[config.mk]
export PLATFORM = sky130hd
export DESIGN_NAME = io_terminal_flat
export DESIGN_NICKNAME = d
export VERILOG_FILES = /design/src/rtl/io_pkg.sv /design/src/rtl/io_terminal_if.sv /design/src/rtl/io_fifo.sv /design/src/rtl/io_terminal.sv /design/src/flat_wrapper.sv
export SDC_FILE = /design/constraint.sdc
export NUM_CORES = 1
export LEC_CHECK = 0
export BUFFER_PORTS_ARGS = -buffer_cell sky130_fd_sc_hd__buf_2
export CAP_MARGIN = 30
export CORE_UTILIZATION = 49
export DETAILED_ROUTE_END_ITERATION = 6
export PLACE_DENSITY_LB_ADDON = 0.25
export SLEW_MARGIN = 20
export SYNTH_ARGS = -nofsm -noshare
export SYNTH_HDL_FRONTEND = slang
export SYNTH_SLANG_ARGS = --single-unit
[constraint.sdc]
create_clock -name clk -period 2.81 [get_ports clk]
set_clock_uncertainty 0.05 [all_clocks]
set_input_delay 0.4215 -clock clk [delete_from_list [all_inputs] [get_ports clk]]
set_output_delay 0.4215 -clock clk [all_outputs]
set_load 0.005 [all_outputs]
[src/rtl/io_pkg.sv]
// Shared definitions for the programmed-I/O terminal: character width and FSM encodings.
// Latency: n/a (types and constants only).
// Backpressure: n/a.
package io_pkg;

  // Character width, shared with the controller and ALU for INPR/OUTR.
  localparam int DATA_W = 8;

  typedef enum logic {
    IN_IDLE = 1'b0,
    IN_FULL = 1'b1
  } in_state_e;

  typedef enum logic [1:0] {
    OUT_IDLE = 2'd0,
    OUT_CAPT = 2'd1,
    OUT_SEND = 2'd2
  } out_state_e;

endpackage

[src/rtl/io_terminal_if.sv]
// Bundle of the CPU flag/register signals and the external rx/tx character streams.
// Latency: n/a (wiring only).
// Backpressure: rx_ready/tx_ready valid-ready pairs carried through unchanged.
interface io_terminal_if;

  // External input character stream
  logic                      rx_valid;
  logic [io_pkg::DATA_W-1:0] rx_data;
  logic                      rx_ready;

  // CPU-side INPR / FGI
  logic [io_pkg::DATA_W-1:0] inpr_data;
  logic                      fgi;
  logic                      fgi_clr;

  // CPU-side OUTR / FGO
  logic [io_pkg::DATA_W-1:0] outr_data;
  logic                      fgo;
  logic                      fgo_clr;

  // External output character stream
  logic                      tx_valid;
  logic [io_pkg::DATA_W-1:0] tx_data;
  logic                      tx_ready;

  // Interrupt and status
  logic                      ien;
  logic                      irq;
  logic                      out_overrun;

  // CPU/environment side
  modport master (
    output rx_valid, rx_data, fgi_clr, outr_data, fgo_clr, tx_ready, ien,
    input  rx_ready, inpr_data, fgi, fgo, tx_valid, tx_data, irq, out_overrun
  );

  // Device side (io_terminal)
  modport slave (
    input  rx_valid, rx_data, fgi_clr, outr_data, fgo_clr, tx_ready, ien,
    output rx_ready, inpr_data, fgi, fgo, tx_valid, tx_data, irq, out_overrun
  );

endinterface

[src/rtl/io_fifo.sv]
// Small synchronous FIFO buffering input characters ahead of INPR.
// Latency: a pushed entry is visible on head the edge after the push.
// Backpressure: full blocks pushes, empty blocks pops; simultaneous push and pop keep the count.
module io_fifo #(
  parameter int DEPTH = 4,
  parameter int WIDTH = 8
) (
  input  logic             clk,
  input  logic             rst_n,
  input  logic             push,
  input  logic [WIDTH-1:0] push_dat,
  input  logic             pop,
  output logic [WIDTH-1:0] head,
  output logic             full,
  output logic             empty
);

  localparam int AW = $clog2(DEPTH);
  localparam int CW = AW + 1;

  logic [AW-1:0]    wr_ptr_q, wr_ptr_d;
  logic [AW-1:0]    rd_ptr_q, rd_ptr_d;
  logic [CW-1:0]    cnt_q, cnt_d;
  logic [WIDTH-1:0] mem_q [DEPTH];
  logic             push_ok, pop_ok;

  assign full  = (cnt_q == CW'(DEPTH));
  assign empty = (cnt_q == '0);
  assign head  = mem_q[rd_ptr_q];

  // Guarded pointer/count update; pointers wrap naturally since DEPTH is a power of two.
  always_comb begin
    push_ok  = push & ~full;
    pop_ok   = pop & ~empty;
    wr_ptr_d = wr_ptr_q;
    rd_ptr_d = rd_ptr_q;
    cnt_d    = cnt_q;
    if (push_ok) wr_ptr_d = wr_ptr_q + AW'(1);
    if (pop_ok)  rd_ptr_d = rd_ptr_q + AW'(1);
    case ({push_ok, pop_ok})
      2'b10:   cnt_d = cnt_q + CW'(1);
      2'b01:   cnt_d = cnt_q - CW'(1);
      default: cnt_d = cnt_q;
    endcase
  end

  // Pointer and count registers; reset empties the buffer.
  always_ff @(posedge clk or negedge rst_n) begin
    if (!rst_n) begin
      wr_ptr_q <= '0;
      rd_ptr_q <= '0;
      cnt_q    <= '0;
    end else begin
      wr_ptr_q <= wr_ptr_d;
      rd_ptr_q <= rd_ptr_d;
      cnt_q    <= cnt_d;
    end
  end

  // Storage needs no reset: entries are only read after being written.
  always_ff @(posedge clk) begin
    if (push_ok) mem_q[wr_ptr_q] <= push_dat;
  end

endmodule

[src/rtl/io_terminal.sv]
// Device end of the INPR/FGI and OUTR/FGO programmed-I/O handshake, plus the IEN-qualified interrupt.
// Latency: push into empty buffer -> fgi=1 in 2 edges; fgo_clr -> tx_valid in 2 edges.
// Backpressure: rx_ready drops when the input buffer is full; tx_data held until tx_ready.
module io_terminal
  import io_pkg::*;
#(
  parameter int FIFO_DEPTH = 4
) (
  input  logic         clk,
  input  logic         reset,
  io_terminal_if.slave bus
);

  // Input path state
  in_state_e         in_state_q, in_state_d;
  logic              fgi_q, fgi_d;
  logic [DATA_W-1:0] inpr_q, inpr_d;
  logic              fifo_pop;
  logic              fifo_full, fifo_empty;
  logic [DATA_W-1:0] fifo_head;

  // Output path state
  out_state_e        out_state_q, out_state_d;
  logic              fgo_q, fgo_d;
  logic              tx_vld_q, tx_vld_d;
  logic [DATA_W-1:0] tx_dat_q, tx_dat_d;
  logic              ovr_q, ovr_d;

  logic              irq_q, irq_d;

  io_fifo #(
    .DEPTH (FIFO_DEPTH),
    .WIDTH (DATA_W)
  ) u_fifo (
    .clk      (clk),
    .rst_n    (reset),
    .push     (bus.rx_valid & ~fifo_full),
    .push_dat (bus.rx_data),
    .pop      (fifo_pop),
    .head     (fifo_head),
    .full     (fifo_full),
    .empty    (fifo_empty)
  );

  assign bus.rx_ready    = ~fifo_full;
  assign bus.inpr_data   = inpr_q;
  assign bus.fgi         = fgi_q;
  assign bus.fgo         = fgo_q;
  assign bus.tx_valid    = tx_vld_q;
  assign bus.tx_data     = tx_dat_q;
  assign bus.irq         = irq_q;
  assign bus.out_overrun = ovr_q;

  // Input FSM: move the buffer head into INPR whenever the CPU has consumed the previous character.
  always_comb begin
    in_state_d = in_state_q;
    fgi_d      = fgi_q;
    inpr_d     = inpr_q;
    fifo_pop   = 1'b0;
    case (in_state_q)
      IN_IDLE: begin
        if (!fifo_empty) begin
          fifo_pop   = 1'b1;
          inpr_d     = fifo_head;
          fgi_d      = 1'b1;
          in_state_d = IN_FULL;
        end
      end
      IN_FULL: begin
        if (bus.fgi_clr) begin
          fgi_d      = 1'b0;
          in_state_d = IN_IDLE;
        end
      end
      default: begin
        in_state_d = IN_IDLE;
      end
    endcase
  end

  // Output FSM: capture OUTR the cycle after OUT, offer it to the sink, re-arm FGO on acceptance.
  // A clear arriving while FGO is already low is a CPU protocol error and only sets the sticky flag.
  always_comb begin
    out_state_d = out_state_q;
    fgo_d       = fgo_q;
    tx_vld_d    = tx_vld_q;
    tx_dat_d    = tx_dat_q;
    ovr_d       = ovr_q | (bus.fgo_clr & ~fgo_q);
    case (out_state_q)
      OUT_IDLE: begin
        if (bus.fgo_clr) begin
          fgo_d       = 1'b0;
          out_state_d = OUT_CAPT;
        end
      end
      OUT_CAPT: begin
        tx_dat_d    = bus.outr_data;
        tx_vld_d    = 1'b1;
        out_state_d = OUT_SEND;
      end
      OUT_SEND: begin
        if (bus.tx_ready) begin
          tx_vld_d    = 1'b0;
          fgo_d       = 1'b1;
          out_state_d = OUT_IDLE;
        end
      end
      default: begin
        out_state_d = OUT_IDLE;
      end
    endcase
  end

  // Interrupt follows the flags' next values so it lines up with the flag registers.
  always_comb begin
    irq_d = bus.ien & (fgi_d | fgo_d);
  end

  // State and flag registers; FGO resets high so the CPU may output immediately.
  always_ff @(posedge clk or negedge reset) begin
    if (!reset) begin
      in_state_q  <= IN_IDLE;
      fgi_q       <= 1'b0;
      inpr_q      <= '0;
      out_state_q <= OUT_IDLE;
      fgo_q       <= 1'b1;
      tx_vld_q    <= 1'b0;
      tx_dat_q    <= '0;
      ovr_q       <= 1'b0;
      irq_q       <= 1'b0;
    end else begin
      in_state_q  <= in_state_d;
      fgi_q       <= fgi_d;
      inpr_q      <= inpr_d;
      out_state_q <= out_state_d;
      fgo_q       <= fgo_d;
      tx_vld_q    <= tx_vld_d;
      tx_dat_q    <= tx_dat_d;
      ovr_q       <= ovr_d;
      irq_q       <= irq_d;
    end
  end

endmodule

[src/flat_wrapper.sv]
// flat-port wrapper written by rule: the top's interface ports become plain ports
module io_terminal_flat import io_pkg::*;
#(
  parameter int FIFO_DEPTH = 4
)
  (clk, reset, bus_rx_valid, bus_rx_data, bus_fgi_clr, bus_outr_data, bus_fgo_clr, bus_tx_ready, bus_ien, bus_rx_ready, bus_inpr_data, bus_fgi, bus_fgo, bus_tx_valid, bus_tx_data, bus_irq, bus_out_overrun);
  io_terminal_if bus_i ();
  input  logic clk;
  input  logic reset;
  input wire logic [$bits(bus_i.rx_valid)-1:0] bus_rx_valid;
  input wire logic [$bits(bus_i.rx_data)-1:0] bus_rx_data;
  input wire logic [$bits(bus_i.fgi_clr)-1:0] bus_fgi_clr;
  input wire logic [$bits(bus_i.outr_data)-1:0] bus_outr_data;
  input wire logic [$bits(bus_i.fgo_clr)-1:0] bus_fgo_clr;
  input wire logic [$bits(bus_i.tx_ready)-1:0] bus_tx_ready;
  input wire logic [$bits(bus_i.ien)-1:0] bus_ien;
  output wire logic [$bits(bus_i.rx_ready)-1:0] bus_rx_ready;
  output wire logic [$bits(bus_i.inpr_data)-1:0] bus_inpr_data;
  output wire logic [$bits(bus_i.fgi)-1:0] bus_fgi;
  output wire logic [$bits(bus_i.fgo)-1:0] bus_fgo;
  output wire logic [$bits(bus_i.tx_valid)-1:0] bus_tx_valid;
  output wire logic [$bits(bus_i.tx_data)-1:0] bus_tx_data;
  output wire logic [$bits(bus_i.irq)-1:0] bus_irq;
  output wire logic [$bits(bus_i.out_overrun)-1:0] bus_out_overrun;
  assign bus_i.rx_valid = bus_rx_valid;
  assign bus_i.rx_data = bus_rx_data;
  assign bus_i.fgi_clr = bus_fgi_clr;
  assign bus_i.outr_data = bus_outr_data;
  assign bus_i.fgo_clr = bus_fgo_clr;
  assign bus_i.tx_ready = bus_tx_ready;
  assign bus_i.ien = bus_ien;
  assign bus_rx_ready = bus_i.rx_ready;
  assign bus_inpr_data = bus_i.inpr_data;
  assign bus_fgi = bus_i.fgi;
  assign bus_fgo = bus_i.fgo;
  assign bus_tx_valid = bus_i.tx_valid;
  assign bus_tx_data = bus_i.tx_data;
  assign bus_irq = bus_i.irq;
  assign bus_out_overrun = bus_i.out_overrun;
  io_terminal #(.FIFO_DEPTH(FIFO_DEPTH)) u_core (.clk(clk), .reset(reset), .bus(bus_i));
endmodule
; After elaboration in Yosys (flattened, before gate mapping)
; Memory sizes are Yosys's and may differ from the RTL's. A register that Yosys moved wholly into a read port is not among the register bits.
; Cells that the tools add are included.
[classes]
add_sub_neg = 4
n_eq_ne = 7
mux = 18
bitwise_logic = 11
n_reduce_logical = 8
[ops]
columns = op, n
row1 = $mux 1, 10
row2 = $pmux 1 s2, 4
row3 = $pmux 2 s3, 1
row4 = $pmux 3 s2, 1
row5 = $reduce_and 2->1, 3
row6 = $and 1x1->1, 5
row7 = $add 2x1->2 const B, 2
row8 = $eq 2x1->1 const B, 2
row9 = $eq 2x2->1 const B, 2
row10 = $mux 2, 2
row11 = $ne 2x2->1 const B, 2
row12 = $not 1->1, 4
row13 = $reduce_bool 2->1, 2
row14 = $add 3x1->3 const B, 1
row15 = $eq 3x3->1 const B, 1
row16 = $logic_not 3->1, 1
row17 = $sub 3x1->3 const B, 1
row18 = $logic_not 2->1, 1
row19 = $or 1x1->1, 2
row20 = $logic_not 1->1, 1
[totals]
regBits = 23
ram_bits = 32
inputBits = 23
elab_cells = 60
mem_count = 1
[mem_list]
columns = memory, words, word_bits, read_ports, rd_clocked_by_memory_dff, write_ports, line
row1 = u_core.u_fifo.mem_q, 4, 8, 1, 1, 1, io_fifo.sv:24  ; logic [WIDTH-1:0] mem_q [DEPTH];

; Logic depth before layout (Yosys ltp)
; Gate-level depths: netlist of run 1.
[depth]
word_depth = 6
ltp_mapped = 9
mapped_depth_nobuf = 9

; Cells and area by module
; Synthesis of run 1 repeated with hierarchy kept, for this count alone.
[unflattened]
hier_cells = 143
hier_area_um2 = 2562.5
[modules_own_cells]
columns = module, n_inst, cells_per_inst, area_per_inst_um2
row1 = io_fifo, 1, 79, 1592.8
row2 = io_terminal, 1, 64, 969.7

; Least setup slack after synthesis of run 1
; Ideal clock, no wire load.
[synth_path]
kind = register to register
startpoint = register u_core.u_fifo.cnt_q[0]
endpoint = register u_core.u_fifo.cnt_q[2]
setup_time_ps = 79
t_arrival_ps = 1977
required_time_ps = 2681
slack_ps = 704
stages_incl_launch_ff = 10
n_path_buf = 0
synth_period_minus_slack_ps = 2106
path_cell_list = dfrtp_1 -> or3b_4 -> and2_4 -> inv_1 -> ha_1 -> inv_1 -> fa_1 -> xor2_1 -> nor2_1 -> xor2_1
[synth_between]
elab_chain_len = 6
word_cells_on_any_way = 15
classes_between = add/sub (2) / eq/ne (3) / mux (3) / bitwise (5) / reduce/logical (2)
[synth_rtl]
columns = element, line
row1 = "start, declared", io_fifo.sv:23  ; logic [CW-1:0] cnt_q, cnt_d;
row2 = "start signal, assigned", io_fifo.sv:56  ; cnt_q <= cnt_d;
row3 = $eq 3x3->1 (*), io_fifo.sv:27  ; assign full = (cnt_q == CW'(DEPTH));
row4 = $not 1->1 (*), -
row5 = via bus_rx_ready, flat_wrapper.sv:17  ; output wire logic [$bits(bus_i.rx_ready)-1:0] bus_rx_ready;
row6 = $and 1x1->1, io_terminal.sv:37  ; .push (bus.rx_valid & ~fifo_full),
row7 = $and 1x1->1 (*), io_fifo.sv:33  ; push_ok = push & ~full;
row8 = $eq 2x1->1 or $eq 2x2->1 (tied branches), io_fifo.sv:40  ; case ({push_ok, pop_ok})
row9 = $pmux 3 s2 or $reduce_bool 2->1 (tied branches), -
; The timed path passes the listed nets; every way through them passes the cells marked *.
; A chain may end at the register's enable or synchronous reset.

; Final worst setup path of run 1
[layout_path]
startpoint = register u_core.u_fifo.cnt_q[0]
endpoint = register u_core.u_fifo.cnt_q[2]
[layout_between]
elab_chain_len = 6
word_cells_on_any_way = 15
classes_between = add/sub (2) / eq/ne (3) / mux (3) / bitwise (5) / reduce/logical (2)
[layout_rtl]
columns = element, line
row1 = $logic_not 3->1 or $eq 3x3->1 (tied branches), "io_fifo.sv:28, io_fifo.sv:27"
row2 = $mux 1 or $not 1->1 (tied branches), "io_terminal.sv:62, io_fifo.sv:33, io_terminal.sv:37"
row3 = $mux 1 or $and 1x1->1 (tied branches), "io_terminal.sv:60, io_terminal.sv:37"
row4 = $and 1x1->1 (on tied branches), "io_fifo.sv:34, io_fifo.sv:33"
row5 = $eq 2x1->1 or $eq 2x2->1 (tied branches), io_fifo.sv:40
row6 = $pmux 3 s2 or $reduce_bool 2->1 (tied branches), -
; Several ways; a longest one is shown, not always the timed one.

==> results of run 1 <==
[routing by layer]
metal  up-vias  track usage  wire length [um]
met2        42        0.283              1940
li1        624            -                 -
met3         8       0.0453               184
met5         -            0                 0
met1       639        0.192              1660
met4         0       0.0962                74
[area by class of cell]
class                      instances  area (um^2)
fill                             376         1850
sequential                        63         1740
multi-input combinational         65          708
timing repair buffer              45          228
clock buffer                      12          155
tap                               67         83.8
inverter                           9         33.8
clock inverter                     4         20.0
[final timing paths]
kind                                           endpoint                   start  slack, ps
worst max register to register   u_core.u_fifo.cnt_q[2]  u_core.u_fifo.cnt_q[0]        540
worst min register to register   u_core.bus.out_overrun  u_core.bus.out_overrun        410
worst min-delay path            u_core.bus.inpr_data[2]                   reset         80
max in group asynchronous        u_core.u_fifo.cnt_q[0]                   reset       2190
worst max-delay path             u_core.u_fifo.cnt_q[2]  u_core.u_fifo.cnt_q[0]        540
min in group clk                      u_core.in_state_q             bus_fgi_clr        230
[state kept, by name, summed over array words and instances, names as in the netlist]
register and flops:
u_core.bus.irq 1, u_core.u_fifo.rd_ptr_q 2, u_core.bus.inpr_data 8, u_core.bus.tx_data 8, u_core.bus.fgo 1, u_core.bus.tx_valid 1
u_core.in_state_q 1, u_core.u_fifo.cnt_q 3, u_core.bus.fgi 1, u_core.u_fifo.mem_q 32, u_core.out_state_q 2, u_core.bus.out_overrun 1
u_core.u_fifo.wr_ptr_q 2
[logic make-up after synthesis]
| logic type | after synthesis |
|---|---|
| AO/OA/AOI/OAI | 8 |
| XOR/XNOR | 6 |
| adder cells (fa/ha/maj) | 6 |
| buffers and inverters | 12 |
| flip-flops | 63 |
| multiplexers | 27 |
| AND/OR/NAND/NOR | 18 |
[critical path, cell delays in order (launching register included)]
cell,delay (ps)
dfrtp_1,400
nor3_1,90
nor2_1,350
buf_4,250
ha_1,200
inv_1,60
fa_1,380
xor2_1,150
nor2_1,110
xor2_1,150
[cells in the final DEF, fill, tap and decap left out, drive strengths merged, types with 3 or more instances in the layout]
cell / count
buf: 45
edfxtp: 32
dfrtp: 30
mux2: 17
clkbuf: 12
inv: 9
mux4: 8
ha: 5
nor2: 5
and3: 4
xor2: 4
a21oi: 3
clkinv: 3
[where the power goes]
group          internal (mW)  switching [mW]
clock                  0.361           0.319
sequential              1.30           0.204
combinational          0.548           0.391
total                   2.21           0.914
[metrics by stage]
stage	worst slack, ps	hold slack [ps]	power [mW]
final	540	80.9	3.12
after global routing	395	134	3.34
after CTS	201	92.7	3.16
after detailed placement	202	401	2.48
after global placement	317	384	2.42
after floorplan	704	75.9	2.16
[synthesized netlist by cell type (3+ instances only)]
cell,instances,area share
a21oi_1,3,0.0060
and3_2,4,0.012
dfrtp_1,30,0.30
edfxtp_1,32,0.38
ha_1,5,0.025
inv_1,9,0.013
mux2_2,16,0.072
mux4_1,3,0.032
mux4_2,5,0.045
nor2_1,4,0.0060
xor2_1,4,0.014
==> impl_results.md, run 1 <==
* Clock root buffer: clkbuf_8
* Cell count of the worst reg-to-reg path at 9
* Count of endpoints failing hold in the final timing report at 0
* Boundary Pins at between 40 and 50
* Max-slew headroom at the worst pin at 0.543
* Critical path endpoint category: register
* Post-CTS clock slew at the launch and capture registers of the worst setup and hold paths at approximately 70 ps
* Gp weighted congestion at around 0.74
* Vias after detailed routing at 1,313
* Hold buffer count at cts at 0
* Largest net degree at the start of global routing at 32
* Global-route wire length before repair at just over 6 mm
* Final setup vio count at 0
* Max Clk Rate at ~440 MHz
* Mapped Cells at between 100 and 150
* Async SR Flop Fraction at 0.492
* Setup total negative slack at 0 ps
* Via count of the first global-routing pass at between 1,000 and 1,500
* Post-detailed-route wirelength per cell at approximately 15 um
* Horiz. Die Dim at about 73 um
* Share of cell area taken by muxes after synthesis at 0.162
* Placed instance area at 2780 um^2
* Worst min path class: in2async
* Number of placement rows at 25
* Synthesized net count at ~170
* Areal power density over the cells at between 1000 and 1500 nW/um^2
* Flip-flop and latch count after synthesis at between 60 and 70
* HPWL Detailed at between 2 and 3 mm
* Most frequently used flop master after synthesis: edfxtp_1
* Number of antenna violations at the first check in global routing at 0
* Vertical die dimension at approximately 73 um
* Critical Path Start Type: register
* Post-route design area at 2970 um^2
* Final Non-Filler Cells at 265
* Outcome: finished, final reports clean
* Crit Path Class: reg2reg
* Cell variety after synth at 30
* Transition at the pin with the smallest max-transition slack at between 600 and 700 ps
* Post-cts sizing count at 0
* Core Box Area at roughly 4800 um^2
* Drt pass-1 iters at 4
* Max capacitance violation total at 0
* Largest vdd supply drop at 0.000471 V
* Post-synthesis instance area at about 2500 um^2
* Number of port buffers at 44
* CTS Buffer Depth at 2
* Insertion delay to the later sink of the worst-skew pair at about 330 ps
* Mean cell area of the mapped netlist at approximately 18 um^2
* Total Die Area at between 5000 and 6000 um^2
* Post-detailed-routing wire length at roughly 3.9 mm
* Combinational family with the most area after synthesis: multiplexers
* Total count of max-transition violations in the final report at 0
* Number of inserted diodes at 0
* Clock sink count at 63
* Unrepaired setup endpoints after global routing: no
* Global route overflow at 0
* Number of synthesis warnings at 0
* Endpoint required time on the critical path at roughly 3000 ps
* Net count reported at finish at 222
* Fraction of final layout cells sized beyond drive strength 1 at 0.455
* Min Tclk post-route at between 2000 and 2500 ps
* Synthesized-area fraction occupied by ao, oa, aoi and oai cells at 0.0225
* Clock tree from TritonCTS: built
* Starting utilization of the core area at 0.519
* Arrival time of the worst setup path at 2470 ps
* Xor/xnor cell area share of the yosys netlist at 0.0210
* # placed instances at around 250
* Via count normalized by instance count at a little under 5
* Simple logic cell fraction of the synthesized area at 0.0440
* EDFF count, synth at 32
* GRT Total Usage at 0.168
* Post-synthesis adder-cell area fraction at 0.0330
* Residual antenna-violating net count after detailed routing at 0
* Highest net fanout along the worst path at 7
* Final core area utilization at 0.616
* Area growth from synthesis to layout at 18.6%
* Total setup buffers inserted after CTS at 0
* Number of H-tree levels at 3
* Count of routing violations after the opening detailed-route iteration at 30
* Static Leakage at about 1.3 nW
* Residual DRC at 0
* Sequential area share after synthesis at 0.695
* Final worst path period share at 0.808
* CTS Buf Count at 9
Power figures use the tool's default switching activity.
==> inputs of run 2 (changes only) <==
==> constraint.sdc (replaced) <==
create_clock -name clk -period 2.2 [get_ports clk]
set_clock_uncertainty 0.05 [all_clocks]
set_input_delay 0.33 -clock clk [delete_from_list [all_inputs] [get_ports clk]]
set_output_delay 0.33 -clock clk [all_outputs]
set_load 0.005 [all_outputs]
==> run 2 against run 1 <==
Register-to-register slack got worse by 470 ps. Via count increased by 0.84%. Wire length increased by 8.1%. Final cell count increased by 2.3%. Non-clock buffer count increased by 6. Sequential cell count unchanged. Highest routed layer unchanged. Sequential share of layout area decreased by 1.2 points. Setup slack got worse by 470 ps.
==> impl_results.md, run 2 (synthesis results as in run 1) <==
* Cell with the largest stage delay on the worst path: or3b_4
* Clock Power Share at 0.223 (+0.006)
* Worst Setup EP: u_core.u_fifo.cnt_q[2]
* Number of H-tree levels at 3 (unchanged)
* HPWL Detailed at 2.80 mm (+6.8%)
* GRT Total Usage at 0.179 (+0.0112)
* Boundary Pins at 45 (unchanged)
* Worst-path cell chain: or3b_4 > and2_4 > inv_1 > ha_2 > inv_1 > fa_2 > xor2_1 > nor2_1 > xor2_1
* Via count normalized by instance count at 4.89 (-1.4%)
* Setup total negative slack at 0 ps (unchanged)
* Switching share of total power at 0.292 (-0.000429)
* Global-route wire length before repair at 6.55 mm (+5.0%)
* Pint at 2.95 mW (+33%)
* Post-CTS clock slew at the launch and capture registers of the worst setup and hold paths at 60 ps (about the same)
* Register with the highest flop count: u_core.u_fifo.mem_q
* Net count reported at finish at 228 (+2.7%)
* Residual antenna-violating net count after detailed routing at 0 (unchanged)
* Clock sink count at 63 (unchanged)
* Area growth from synthesis to layout at 20.9%
* Insertion delay to the later sink of the worst-skew pair at 330 ps (about the same)
* Filler cell count at 376 (unchanged)
* Residual DRC at 0 (unchanged)
* Total Die Area at 5400 um^2 (unchanged)
* Vias after detailed routing at 1,324 (+0.84%)
* Number of inserted diodes at 0 (unchanged)
* Count of endpoints failing hold in the final timing report at 0 (unchanged)
* Max Clk Rate at 469 MHz (+6.4%)
* R2r setup slk at 70 ps (-470 ps)
* Transition at the pin with the smallest max-transition slack at 687 ps (+1.45 ps)
* Max reg flops at 32 (unchanged)
* Largest stage delay, worst path at 400 ps (about the same)
* Cell count of the worst reg-to-reg path at 9 (unchanged)
* Buffers & Inverters on Critical Path at 2 (unchanged)
* Number of antenna violations at the first check in global routing at 0 (unchanged)
* Number of port buffers at 44 (unchanged)
* Outcome: finished, final reports clean
* Sequential cell fraction of total power at 0.462 (-0.020)
* Min Tclk post-route at 2130 ps (-137 ps)
* Clock root buffer: clkbuf_8
* CTS Buffer Depth at 2 (unchanged)
* Core Box Area at 4820 um^2 (unchanged)
* Largest vdd supply drop at 0.000673 V (+43%)
* Number of placement rows at 25 (unchanged)
* Unrepaired setup endpoints after global routing: no
* Drt pass-1 iters at 4 (unchanged)
* Max-slew headroom at the worst pin at 0.542 (-0.000967)
* Clock tree from TritonCTS: built
* Total count of max-transition violations in the final report at 0 (unchanged)
* Horiz. Die Dim at 73.5 um (unchanged)
* Commonest cells after routing, fill and taps aside: buf_2 (44), edfxtp_1 (32), dfrtp_1 (30), mux2_2 (16)
* Setup crit start: u_core.u_fifo.cnt_q[1]
* Cell class contributing the biggest share of worst-path delay: simple AND/OR/NAND/NOR gates
* Leading cell type in the layout, fill and taps excluded: buf_2
* Crit Path Class: reg2reg
* Gp weighted congestion at 0.696 (-6.1%)
* Post-detailed-route wirelength per cell at 15.4 um (+5.7%)
* Switching component of the power at 1.22 mW (+33%)
* Fraction of final layout cells sized beyond drive strength 1 at 0.471 (+0.0160)
* Starting utilization of the core area at 0.519 (unchanged)
* Portion of total power attributed to combinational logic at 0.315 (+0.015)
* Post-detailed-routing wire length at 4.17 mm (+8.1%)
* Final worst path period share at 0.970 (+0.162)
* Number of cells on the critical path at 9 (unchanged)
* # placed instances at 250 (+0.81%)
* Global route overflow at 0 (unchanged)
* Worst min path class: in2reg
* Via count of the first global-routing pass at 1,423 (+7.3%)
* Arrival time of the worst setup path at 2320 ps (-150 ps)
* Final setup vio count at 0 (unchanged)
* Static Leakage at 1.28 nW (+2.4%)
* Final Non-Filler Cells at 271 (+2.3%)
* Critical Path Start Type: register
* Count of routing violations after the opening detailed-route iteration at 29 (-3.3%)
* Largest net degree at the start of global routing at 32 (unchanged)
* CTS Buf Count at 9 (unchanged)
* Vertical die dimension at 73.5 um (unchanged)
* Endpoint required time on the critical path at 2390 ps (-620 ps)
* Capture point of the worst reg-to-reg path: u_core.u_fifo.cnt_q[2]
* Max capacitance violation total at 0 (unchanged)
* Highest net fanout along the worst path at 3 (-4)
* Critical path endpoint category: register
* Reg-to-reg critical path startpoint: u_core.u_fifo.cnt_q[1]
* Areal power density over the cells at 1380 nW/um^2 (+31%)
==> run 2: changes by cell type in the layout (fill, tap and decap cells not counted), sizes merged <==
cell	delta
buf	+5
bufinv	+1
clkinvlp	-1
dlygate4sd3	+1
==> run 2: worst min path at each step <==
stage	slack, ps	from	end	cells after the start
after floorplan	-20	reset	u_core.bus.fgi	0
final	140	bus_fgi_clr	u_core.in_state_q	2
after global placement	350	reset	u_core.bus.tx_data[4]	1
after global routing	130	bus_fgi_clr	u_core.in_state_q	2
after CTS	120	bus_fgi_clr	u_core.in_state_q	2
after detailed placement	370	reset	u_core.bus.tx_data[6]	1
==> run 2: what timing repair did <==
item | in CTS | in global routing
resized for setup | 2 | 0
endpoints found under the setup margin | 1 | 1
hold buffers | 1 | 0
buffers inserted | 3 | 1
pin swaps | 2 | 3
hold endpoints to repair | 12 | 0
==> run 2: power by group through the flow <==
stage                     registers, mW  logic (mW)  clock network (mW)
final                              1.92        1.31               0.929
after global routing               1.97        1.44                1.01
after global placement             1.93        1.18                   0
after detailed placement           1.97        1.25                   0
after CTS                          1.93        1.32               0.955
after floorplan                    1.86       0.901                   0
==> run 2: worst register-to-register path: stages, from the launching register on <==
cell     delay (ps)
dfrtp_1         380
or3b_4          400
and2_4          160
inv_1            60
ha_2            180
inv_1            60
fa_2            330
xor2_1          140
nor2_1          120
xor2_1          170
==> run 2: per-stage QoR <==
| step | cell area [um^2] | hold slack (ps) | total power [mW] | setup slack [ps] | utilization |
|---|---|---|---|---|---|
| 6_report | 3030 | 144 | 4.16 | 66.9 | 0.628 |
| 5_1_grt | 3030 | 135 | 4.42 | 6.47 | 0.628 |
| 3_3_place_gp | 2800 | 353 | 3.11 | 93.4 | 0.581 |
| 2_1_floorplan | 2500 | -15.6 | 2.76 | 93.7 | - |
| 4_1_cts | 3020 | 120 | 4.21 | 27.1 | 0.627 |
| 3_5_place_dp | 2800 | 368 | 3.22 | -34.0 | 0.581 |
==> run 2: layout make-up <==
cell class	count	area [um^2]	area share
clock buffers	12	135	0.0446
clock inverters	4	47.5	0.0157
inverters	9	33.8	0.0112
multi-input cells	65	713	0.236
flip-flops and latches	63	1740	0.574
well taps	67	83.8	0.0277
repair buffers	51	275	0.0909
==> run 2: per-layer routing <==
metal	global-route usage	share of wire	vias to the layer above
met1	0.179	0.40	647
li1	-	-	633
met4	0.139	0.019	0
met5	0	0	-
met3	0.0480	0.046	7
met2	0.313	0.53	37
